`src/rtl/downsample_ctrl_if.sv`:
```
// downsample_ctrl_if
//   Bundles the frame-source handshake and the downsample-datapath
//   signals of downsample_ctrl.
//   Source side   : req, src_data, src_vld (to controller), src_rdy, gnt (from controller)
//   Datapath side : bin_data, bin_data_vld (to datapath), down_data_vld (from datapath)
//   modport slave  - the controller's view
//   modport master - the view of whoever drives sources and datapath
interface downsample_ctrl_if;
  logic [1:0] req;
  logic [1:0] src_data;
  logic [1:0] src_vld;
  logic [1:0] src_rdy;
  logic [1:0] gnt;
  logic       bin_data;
  logic       bin_data_vld;
  logic       down_data_vld;

  modport master (
    output req, src_data, src_vld, down_data_vld,
    input  src_rdy, gnt, bin_data, bin_data_vld
  );

  modport slave (
    input  req, src_data, src_vld, down_data_vld,
    output src_rdy, gnt, bin_data, bin_data_vld
  );
endinterface

```
`src/rtl/downsample_ctrl.sv`:
```
// downsample_ctrl
//   Arbitrates between two binary-pixel sources (round robin), streams one
//   IMG_W x IMG_W frame from the granted source into the downsample
//   datapath, then waits for the datapath to produce its (IMG_W/4)^2
//   outputs, with a DRAIN_TO-cycle timeout.
// Ports
//   clk        - clock, rising edge
//   rst        - synchronous active-high reset
//   bus        - downsample_ctrl_if.slave (source handshake + datapath signals)
//   busy       - high whenever the FSM is not in IDLE
//   frame_done - one-cycle pulse in the DONE state
//   frame_src  - source index of the last completed frame
//   drain_err  - sticky drain-timeout flag, cleared only by rst
module downsample_ctrl #(
  parameter int IMG_W    = 112,
  parameter int DRAIN_TO = 16
) (
  input  logic                 clk,
  input  logic                 rst,
  downsample_ctrl_if.slave     bus,
  output logic                 busy,
  output logic                 frame_done,
  output logic                 frame_src,
  output logic                 drain_err
);

  localparam int PIX_N = IMG_W * IMG_W;
  localparam int OUT_N = (IMG_W / 4) * (IMG_W / 4);
  localparam int PIX_W = $clog2(PIX_N + 1);
  localparam int OUT_W = $clog2(OUT_N + 1);
  localparam int TMR_W = $clog2(DRAIN_TO + 1);

  localparam logic [2:0] IDLE  = 3'd0;
  localparam logic [2:0] GRANT = 3'd1;
  localparam logic [2:0] RUN   = 3'd2;
  localparam logic [2:0] DRAIN = 3'd3;
  localparam logic [2:0] DONE  = 3'd4;

  logic [2:0]       state;
  logic [1:0]       gnt_q;
  logic             last_srv;
  logic [PIX_W-1:0] pix_cnt;
  logic [OUT_W-1:0] out_cnt;
  logic [OUT_W-1:0] out_cnt_nxt;
  logic [TMR_W-1:0] drain_tmr;
  logic [1:0]       rdy;
  logic [1:0]       arb_gnt;
  logic             g;
  logic             transfer;
  logic             out_cnt_en;
  logic             out_hit;
  logic             tmr_expired;
  logic             bin_data_q;
  logic             bin_data_vld_q;

  // gnt_q is one-hot, so its upper bit is the granted source index
  assign g = gnt_q[1];

  // Ready is only offered to the granted source while pixels remain
  always_comb begin
    rdy = 2'b00;
    if (state == RUN && pix_cnt < PIX_W'(PIX_N))
      rdy = gnt_q;
  end

  assign transfer = |(rdy & bus.src_vld);

  // Round robin: on contention the source not served last wins
  always_comb begin
    arb_gnt = 2'b00;
    case (bus.req)
      2'b01:   arb_gnt = 2'b01;
      2'b10:   arb_gnt = 2'b10;
      2'b11:   arb_gnt = last_srv ? 2'b01 : 2'b10;
      default: arb_gnt = 2'b00;
    endcase
  end

  // Output counting saturates at OUT_N; out_hit looks at the next value so a
  // pulse arriving in the DRAIN cycle itself completes the frame
  assign out_cnt_en  = bus.down_data_vld && (state == GRANT || state == RUN || state == DRAIN);
  assign out_cnt_nxt = (out_cnt_en && out_cnt != OUT_W'(OUT_N)) ? out_cnt + 1'b1 : out_cnt;
  assign out_hit     = (out_cnt_nxt == OUT_W'(OUT_N));
  assign tmr_expired = (drain_tmr == TMR_W'(DRAIN_TO - 1));

  // Main FSM, counters and registered datapath outputs. frame_src and the
  // last-served pointer are loaded on entry to DONE so frame_src is already
  // valid while frame_done pulses.
  always_ff @(posedge clk) begin
    if (rst) begin
      state          <= IDLE;
      gnt_q          <= 2'b00;
      last_srv       <= 1'b1;
      pix_cnt        <= '0;
      out_cnt        <= '0;
      drain_tmr      <= '0;
      bin_data_q     <= 1'b0;
      bin_data_vld_q <= 1'b0;
      frame_src      <= 1'b0;
      drain_err      <= 1'b0;
    end else begin
      bin_data_vld_q <= transfer;
      bin_data_q     <= transfer ? bus.src_data[g] : 1'b0;
      out_cnt        <= out_cnt_nxt;
      case (state)
        IDLE: begin
          if (|bus.req) begin
            state   <= GRANT;
            gnt_q   <= arb_gnt;
            pix_cnt <= '0;
            out_cnt <= '0;
          end
        end
        GRANT: state <= RUN;
        RUN: begin
          drain_tmr <= '0;
          if (transfer) begin
            pix_cnt <= pix_cnt + 1'b1;
            if (pix_cnt == PIX_W'(PIX_N - 1))
              state <= DRAIN;
          end
        end
        DRAIN: begin
          if (out_hit || tmr_expired) begin
            state     <= DONE;
            frame_src <= g;
            last_srv  <= g;
            if (!out_hit)
              drain_err <= 1'b1;
          end else begin
            drain_tmr <= drain_tmr + 1'b1;
          end
        end
        DONE: begin
          state <= IDLE;
          gnt_q <= 2'b00;
        end
        default: begin
          state <= IDLE;
          gnt_q <= 2'b00;
        end
      endcase
    end
  end

  assign bus.src_rdy      = rdy;
  assign bus.gnt          = gnt_q;
  assign bus.bin_data     = bin_data_q;
  assign bus.bin_data_vld = bin_data_vld_q;
  assign busy             = (state != IDLE);
  assign frame_done       = (state == DONE);

endmodule
```
`src/flat_wrapper.sv`:
```
// flat-port wrapper written by rule: the top's interface ports become plain ports
module downsample_ctrl_flat 
#(
  parameter int IMG_W    = 112,
  parameter int DRAIN_TO = 16
)
  (clk, rst, busy, frame_done, frame_src, drain_err, bus_req, bus_src_data, bus_src_vld, bus_down_data_vld, bus_src_rdy, bus_gnt, bus_bin_data, bus_bin_data_vld);
  downsample_ctrl_if bus_i ();
  input  logic clk;
  input  logic rst;
  output logic busy;
  output logic frame_done;
  output logic frame_src;
  output logic drain_err;
  input wire logic [$bits(bus_i.req)-1:0] bus_req;
  input wire logic [$bits(bus_i.src_data)-1:0] bus_src_data;
  input wire logic [$bits(bus_i.src_vld)-1:0] bus_src_vld;
  input wire logic [$bits(bus_i.down_data_vld)-1:0] bus_down_data_vld;
  output wire logic [$bits(bus_i.src_rdy)-1:0] bus_src_rdy;
  output wire logic [$bits(bus_i.gnt)-1:0] bus_gnt;
  output wire logic [$bits(bus_i.bin_data)-1:0] bus_bin_data;
  output wire logic [$bits(bus_i.bin_data_vld)-1:0] bus_bin_data_vld;
  assign bus_i.req = bus_req;
  assign bus_i.src_data = bus_src_data;
  assign bus_i.src_vld = bus_src_vld;
  assign bus_i.down_data_vld = bus_down_data_vld;
  assign bus_src_rdy = bus_i.src_rdy;
  assign bus_gnt = bus_i.gnt;
  assign bus_bin_data = bus_i.bin_data;
  assign bus_bin_data_vld = bus_i.bin_data_vld;
  downsample_ctrl #(.IMG_W(IMG_W), .DRAIN_TO(DRAIN_TO)) u_core (.clk(clk), .rst(rst), .bus(bus_i), .busy(busy), .frame_done(frame_done), .frame_src(frame_src), .drain_err(drain_err));
endmodule
```
`config.mk`:
```
export PLATFORM = sky130hd
export DESIGN_NAME = downsample_ctrl_flat
export DESIGN_NICKNAME = d
export VERILOG_FILES = /design/src/rtl/downsample_ctrl_if.sv /design/src/rtl/downsample_ctrl.sv /design/src/flat_wrapper.sv
export SDC_FILE = /design/constraint.sdc
export NUM_CORES = 1
export LEC_CHECK = 0
export BUFFER_PORTS_ARGS = -buffer_cell sky130_fd_sc_hd__clkbuf_2
export CORE_MARGIN = 3
export CORE_UTILIZATION = 58
export DETAILED_ROUTE_END_ITERATION = 12
export GPL_TIMING_DRIVEN = 0
export PLACE_DENSITY = 0.78
export SLEW_MARGIN = 15
export SYNTH_ARGS = -nofsm -noshare
export SYNTH_HDL_FRONTEND = slang
export SYNTH_SLANG_ARGS = --single-unit
```
`constraint.sdc`:
```
create_clock -name clk -period 3.17 [get_ports clk]
set_input_delay 0.634 -clock clk [delete_from_list [all_inputs] [get_ports clk]]
set_output_delay 0.634 -clock clk [all_outputs]
set_load 0.01 [all_outputs]
```
**Word-level counts from Yosys, hierarchy flattened**

Index checks and enable logic that the tools add are counted.
Widths: inputs -> output; s select.

- Input port bits: 9
- Output and inout bits: 10
- Logic and storage cells: 75
- Flip-flop bits (word level): 39

- Reductions and logical operators: 20
- Order comparisons: 2
- Bitwise gates (word level): 4
- Add/subtract/negate cells: 3
- Muxes and demuxes: 20
- Eq/ne operators: 16

Operators with widths:

| cell | number |
|---|---|
| $mux 10 | 3 |
| $mux 14 | 2 |
| $pmux 14 s2 | 1 |
| $add 14x1->14 const B | 1 |
| $eq 14x14->1 const B | 1 |
| $lt 14x14->1 const B | 1 |
| $mux 3 | 4 |
| $pmux 3 s4 | 1 |
| $add 10x1->10 const B | 1 |
| $eq 10x10->1 const B | 1 |
| $ne 10x10->1 const B | 1 |
| $pmux 5 s2 | 1 |
| $eq 3x2->1 const B | 2 |
| $mux 2 | 3 |
| $ne 2x2->1 const B | 3 |
| $pmux 2 s3 | 1 |
| $reduce_and 2->1 | 3 |
| $reduce_and 3->1 | 2 |
| $reduce_or 2->1 | 3 |
| $add 5x1->5 const B | 1 |
| $eq 5x4->1 const B | 1 |
| $mux 5 | 1 |
| $eq 2x2->1 const B | 2 |
| $ne 2x1->1 const B | 2 |
| other kinds (15) | 23 |

**Depth between registers and ports, before layout**

- Depth after elaboration: 10
- Gate-level depth with buffers: 9
- Mapped depth without buffers: 9

**Worst setup path before layout**

OpenSTA, ideal clock, no wires.

- Path type: register to register
- Start: register u_core.out_cnt[6]
- End: register u_core.drain_tmr[0]
- Setup time: 0.065 ns
- Slack: 0.752 ns
- Data required time: 3.105 ns
- Buffers on the path: 1
- Clock period less this slack: 2.418 ns
- Stages on the path, launching flop included: 9
- Arrival time: 2.353 ns
- Cell sequence: dfxtp_1 > buf_6 > or3_4 > or4_4 > a211o_1 > a21bo_4 > o21ai_4 > mux2_2 > nor2_1

- Word-level cells in the longest chain between the ends: 7
- Elaborated cells on any way between the ends: 8
- Those cells by class: 1 x add/sub; 3 x eq/ne; 1 x mux; 3 x reduce/logical

RTL lines:

| item | RTL line | text |
|---|---|---|
| start, declared | downsample_ctrl.sv:43 | `logic [OUT_W-1:0] out_cnt;` |
| start signal, assigned | downsample_ctrl.sv:104 | `out_cnt <= out_cnt_nxt;` |
| parallel branches: the longest is 2 deep, another holds $add 10x1->10 | -- |  |
| $mux 10 (*) | downsample_ctrl.sv:82 | `assign out_cnt_nxt = (out_cnt_en && out_cnt != OUT_W'(OUT_N)) ? out_cnt + 1'b1 : out_cnt;` |
| $eq 10x10->1 (*) | downsample_ctrl.sv:83 | `assign out_hit = (out_cnt_nxt == OUT_W'(OUT_N));` |
| $logic_or 1x1->1 (*) | downsample_ctrl.sv:124 | `if (out_hit \|\| tmr_expired) begin` |
| $ne 2x2->1 (no line) (*) | -- |  |
| $reduce_and 2->1 (no line) (*) | -- |  |
| end signal, assigned | downsample_ctrl.sv:131 | `drain_tmr <= drain_tmr + 1'b1;` |
| end, declared | downsample_ctrl.sv:45 | `logic [TMR_W-1:0] drain_tmr;` |

Every way passes the cells marked *.
A chain may end at the register's enable or synchronous reset.

**Worst setup path after layout**

Same ends and word-level chain as after synthesis.

==> impl_metrics.toml <==
[cts]
cts-htree-levels = 2
cts_hold_buf = 0
clkTransAtPathRegs_ns = 0.11
numCtsBuffers = 5
cts_tree = "yes"
cts_max_path_buffers = 2
clk_latency_ns = 0.34
cts_setup_buffers = 0
clock-root-buffer = "clkbuf_4"
cts.sinks = 39
cts_resized = 0

[sta]
setup_viol_count_final = 0
maxSlewHeadroom_pct = 55.3
hold_viol_final = 0
skew_ns = 0.00358
period_needed_ns = 2.57
period_share_pct = 81.0
drv_slew = 0
tightest_slew_ns = 0.664
setup_ws_ns = 0.601
rsz0062_at_grt = "no"
fmax_ghz = 0.389
setup_tns_ns = 0

[worst_setup_path]
path_class = "register to register"
critPathRequiredTime_ns = 3.45
cp.arrival_ns = 2.85
crit_chain = "buf_6 -> or3_4 -> or4_4 -> a211o_1 -> a21bo_4 -> o21ai_4 -> mux2_2 -> nor2_1"
cp_slowest_cell = "or4_4"
cp_max_fo = 9
slowest_delay_ns = 0.51
cp-end-kind = "register"
worst_setup_path_start_kind = "register"

[synthesis]
yosysUniqueCellTypes = 51
yosys_warnings = 0
ys_ff_latch = 39
syn_avg_cell_area_um2 = 8.32
synth_edf_count = 0
synth_top_area_share_pct = 38.1
synth_async_sr_flop_share_pct = 0
synth_ff_type = "dfxtp_1"
synthCells = 246
netlist_top_cells_area = "dfxtp_1 (38%), nor2_1 (7.3%), nand2_1 (3.9%)"
ys_seq_area_share_pct = 38.1
yosys.area.top_type = "dfxtp_1"
synth_area_mm2 = 0.00205
syn_nets = 260

[global_routing]
grt_max_degree = 11
gr-total-overflow = 0
grt_usage_pct = 21.0
antenna_found_initial = 0
grt_pass1_wl_mm = 7.13
grt_pass1_vias = 1636

[route]
routedWlPerCell_um = 13.0
drt_wl_total_mm = 4.06
firstDrtPassIters = 4
routed-via-count = 1790
ant_nets = 0
via_per_inst = 5.72
drc_errors = 0
drtIter0Drc = 104

[run_status]
status = "finished, final reports clean"

[cells_and_area]
diodes = 0
fin_nets = 284
syn_to_final_growth_pct = 8.86
layout-drive-gt1-share_pct = 16.4
final_cell_mix = "nor2_1 (40), dfxtp_1 (39), nand2_1 (21)"
fillers = 305
final_common_cell = "nor2_1"

[power_and_ir_drop]
vdd_ir_drop_max_uv = 235
p_leak_nw = 0.798
powerDensity_mw_per_mm2 = 383

[placed_design]
gp_congestion = 0.917
place_ws_ns = 0.504
portBuffers = 17
dp_hpwl_mm = 3.03

[floorplanning]
start_util_pct = 63.9
num_io_pins = 19
core-area_mm2 = 0.00320
die_h_um = 65.4
fp.dieW_um = 65.4
dieArea_mm2 = 0.00428
num_rows = 20

[job]
max_cap_viol_count = 0

[hold_path]
hp-class = "register to register"
## power by group
group	switching, mW	internal, mW
Combinational	0.0733	0.0419
Sequential	0.0109	0.499
Clock	0.150	0.0790
## path summary, 6_finish.rpt
kind,startpoint,to,slack [ns],cells past startpoint
max reg2reg,u_core.out_cnt[6],u_core.drain_tmr[0],0.60,8
min reg2reg,u_core.drain_err,u_core.drain_err,0.46,2
max,u_core.out_cnt[6],u_core.drain_tmr[0],0.60,8
min,u_core.drain_err,u_core.drain_err,0.46,2
## metrics by stage
stage | cell area (um2) | utilization [%] | hold WS, ns | power [mW] | std cells
3_5_place_dp | 2190 | 68.3 | 0.445 | 0.637 | 307
3_3_place_gp | 2190 | 68.3 | 0.435 | 0.635 | 307
2_1_floorplan | 2050 | - | 0.441 | 0.603 | 246
4_1_cts | 2230 | 69.6 | 0.461 | 0.862 | 313
5_1_grt | 2230 | 69.6 | 0.513 | 0.901 | 313
6_report | 2230 | 69.6 | 0.460 | 0.854 | 313
## cell families (layout without fill, tap and decap cells)
| logic type | Yosys count | count (layout) | synth area share (%) |
|---|---|---|---|
| simple gates | 123 | 123 | 31.5 |
| compound gates | 44 | 44 | 15.1 |
| flops | 39 | 39 | 38.1 |
| xor+xnor | 16 | 16 | 6.85 |
| buf+inv | 15 | 38 | 3.30 |
| fa+ha+maj | 5 | 5 | 3.06 |
| mux | 4 | 4 | 2.08 |
## layer usage
metal / share of wire [%] / wire, um / vias up / track usage [%]
met4: 0.76 / 31 / 0 / 6.99
met1: 49 / 2010 / 831 / 27.9
met2: 46 / 1850 / 33 / 33.2
li1: - / - / 922 / -
met3: 4.2 / 171 / 4 / 5.30
met5: 0 / 0 / - / 0
## synthesized netlist by cell type (all sizes together), types with 2 or more instances
master,n
and4,3
clkbuf,4
nor2b,3
a21oi,11
o21bai,2
xor2,9
mux2i,2
ha,5
buf,4
nor3,7
nor2,40
nand2,21
inv,7
nand2b,2
nand4b,2
dfxtp,39
nor4,3
o21ai,11
and3,6
a31oi,4
a211oi,4
o211ai,2
nand3,12
and2,5
or2,2
or3b,2
a32oi,2
or3,7
mux2,2
xnor2,7
nand4,4
## layout make-up
| cell class | instances | area [um2] | area share, % |
|---|---|---|---|
| plain buffers | 8 | 41.3 | 1.85 |
| inverters | 7 | 26.3 | 1.18 |
| clock buffers | 6 | 41.3 | 1.85 |
| repair buffers | 17 | 85.1 | 3.82 |
| flip-flops and latches | 39 | 781 | 35.0 |
| multi-input cells | 192 | 1200 | 53.8 |
| well taps | 44 | 55.1 | 2.47 |
## worst max-delay path, delay by kind of cell, from the launching register on
family	cells	cell delay, ns
AND/OR/NAND/NOR	3	0.92
AO/OA/AOI/OAI	3	0.77
multiplexers	1	0.36
flip-flops	1	0.33
buffers and inverters	1	0.13
## state kept, by name, indices dropped and copies added (netlist names)
signal / flops
u_core.bus.bin_data: 1
u_core.bus.bin_data_vld: 1
u_core.bus.gnt: 2
u_core.drain_err: 1
u_core.drain_tmr: 5
u_core.frame_src: 1
u_core.last_srv: 1
u_core.out_cnt: 10
u_core.pix_cnt: 14
u_core.state: 3
Power figures use the tool's default switching activity.
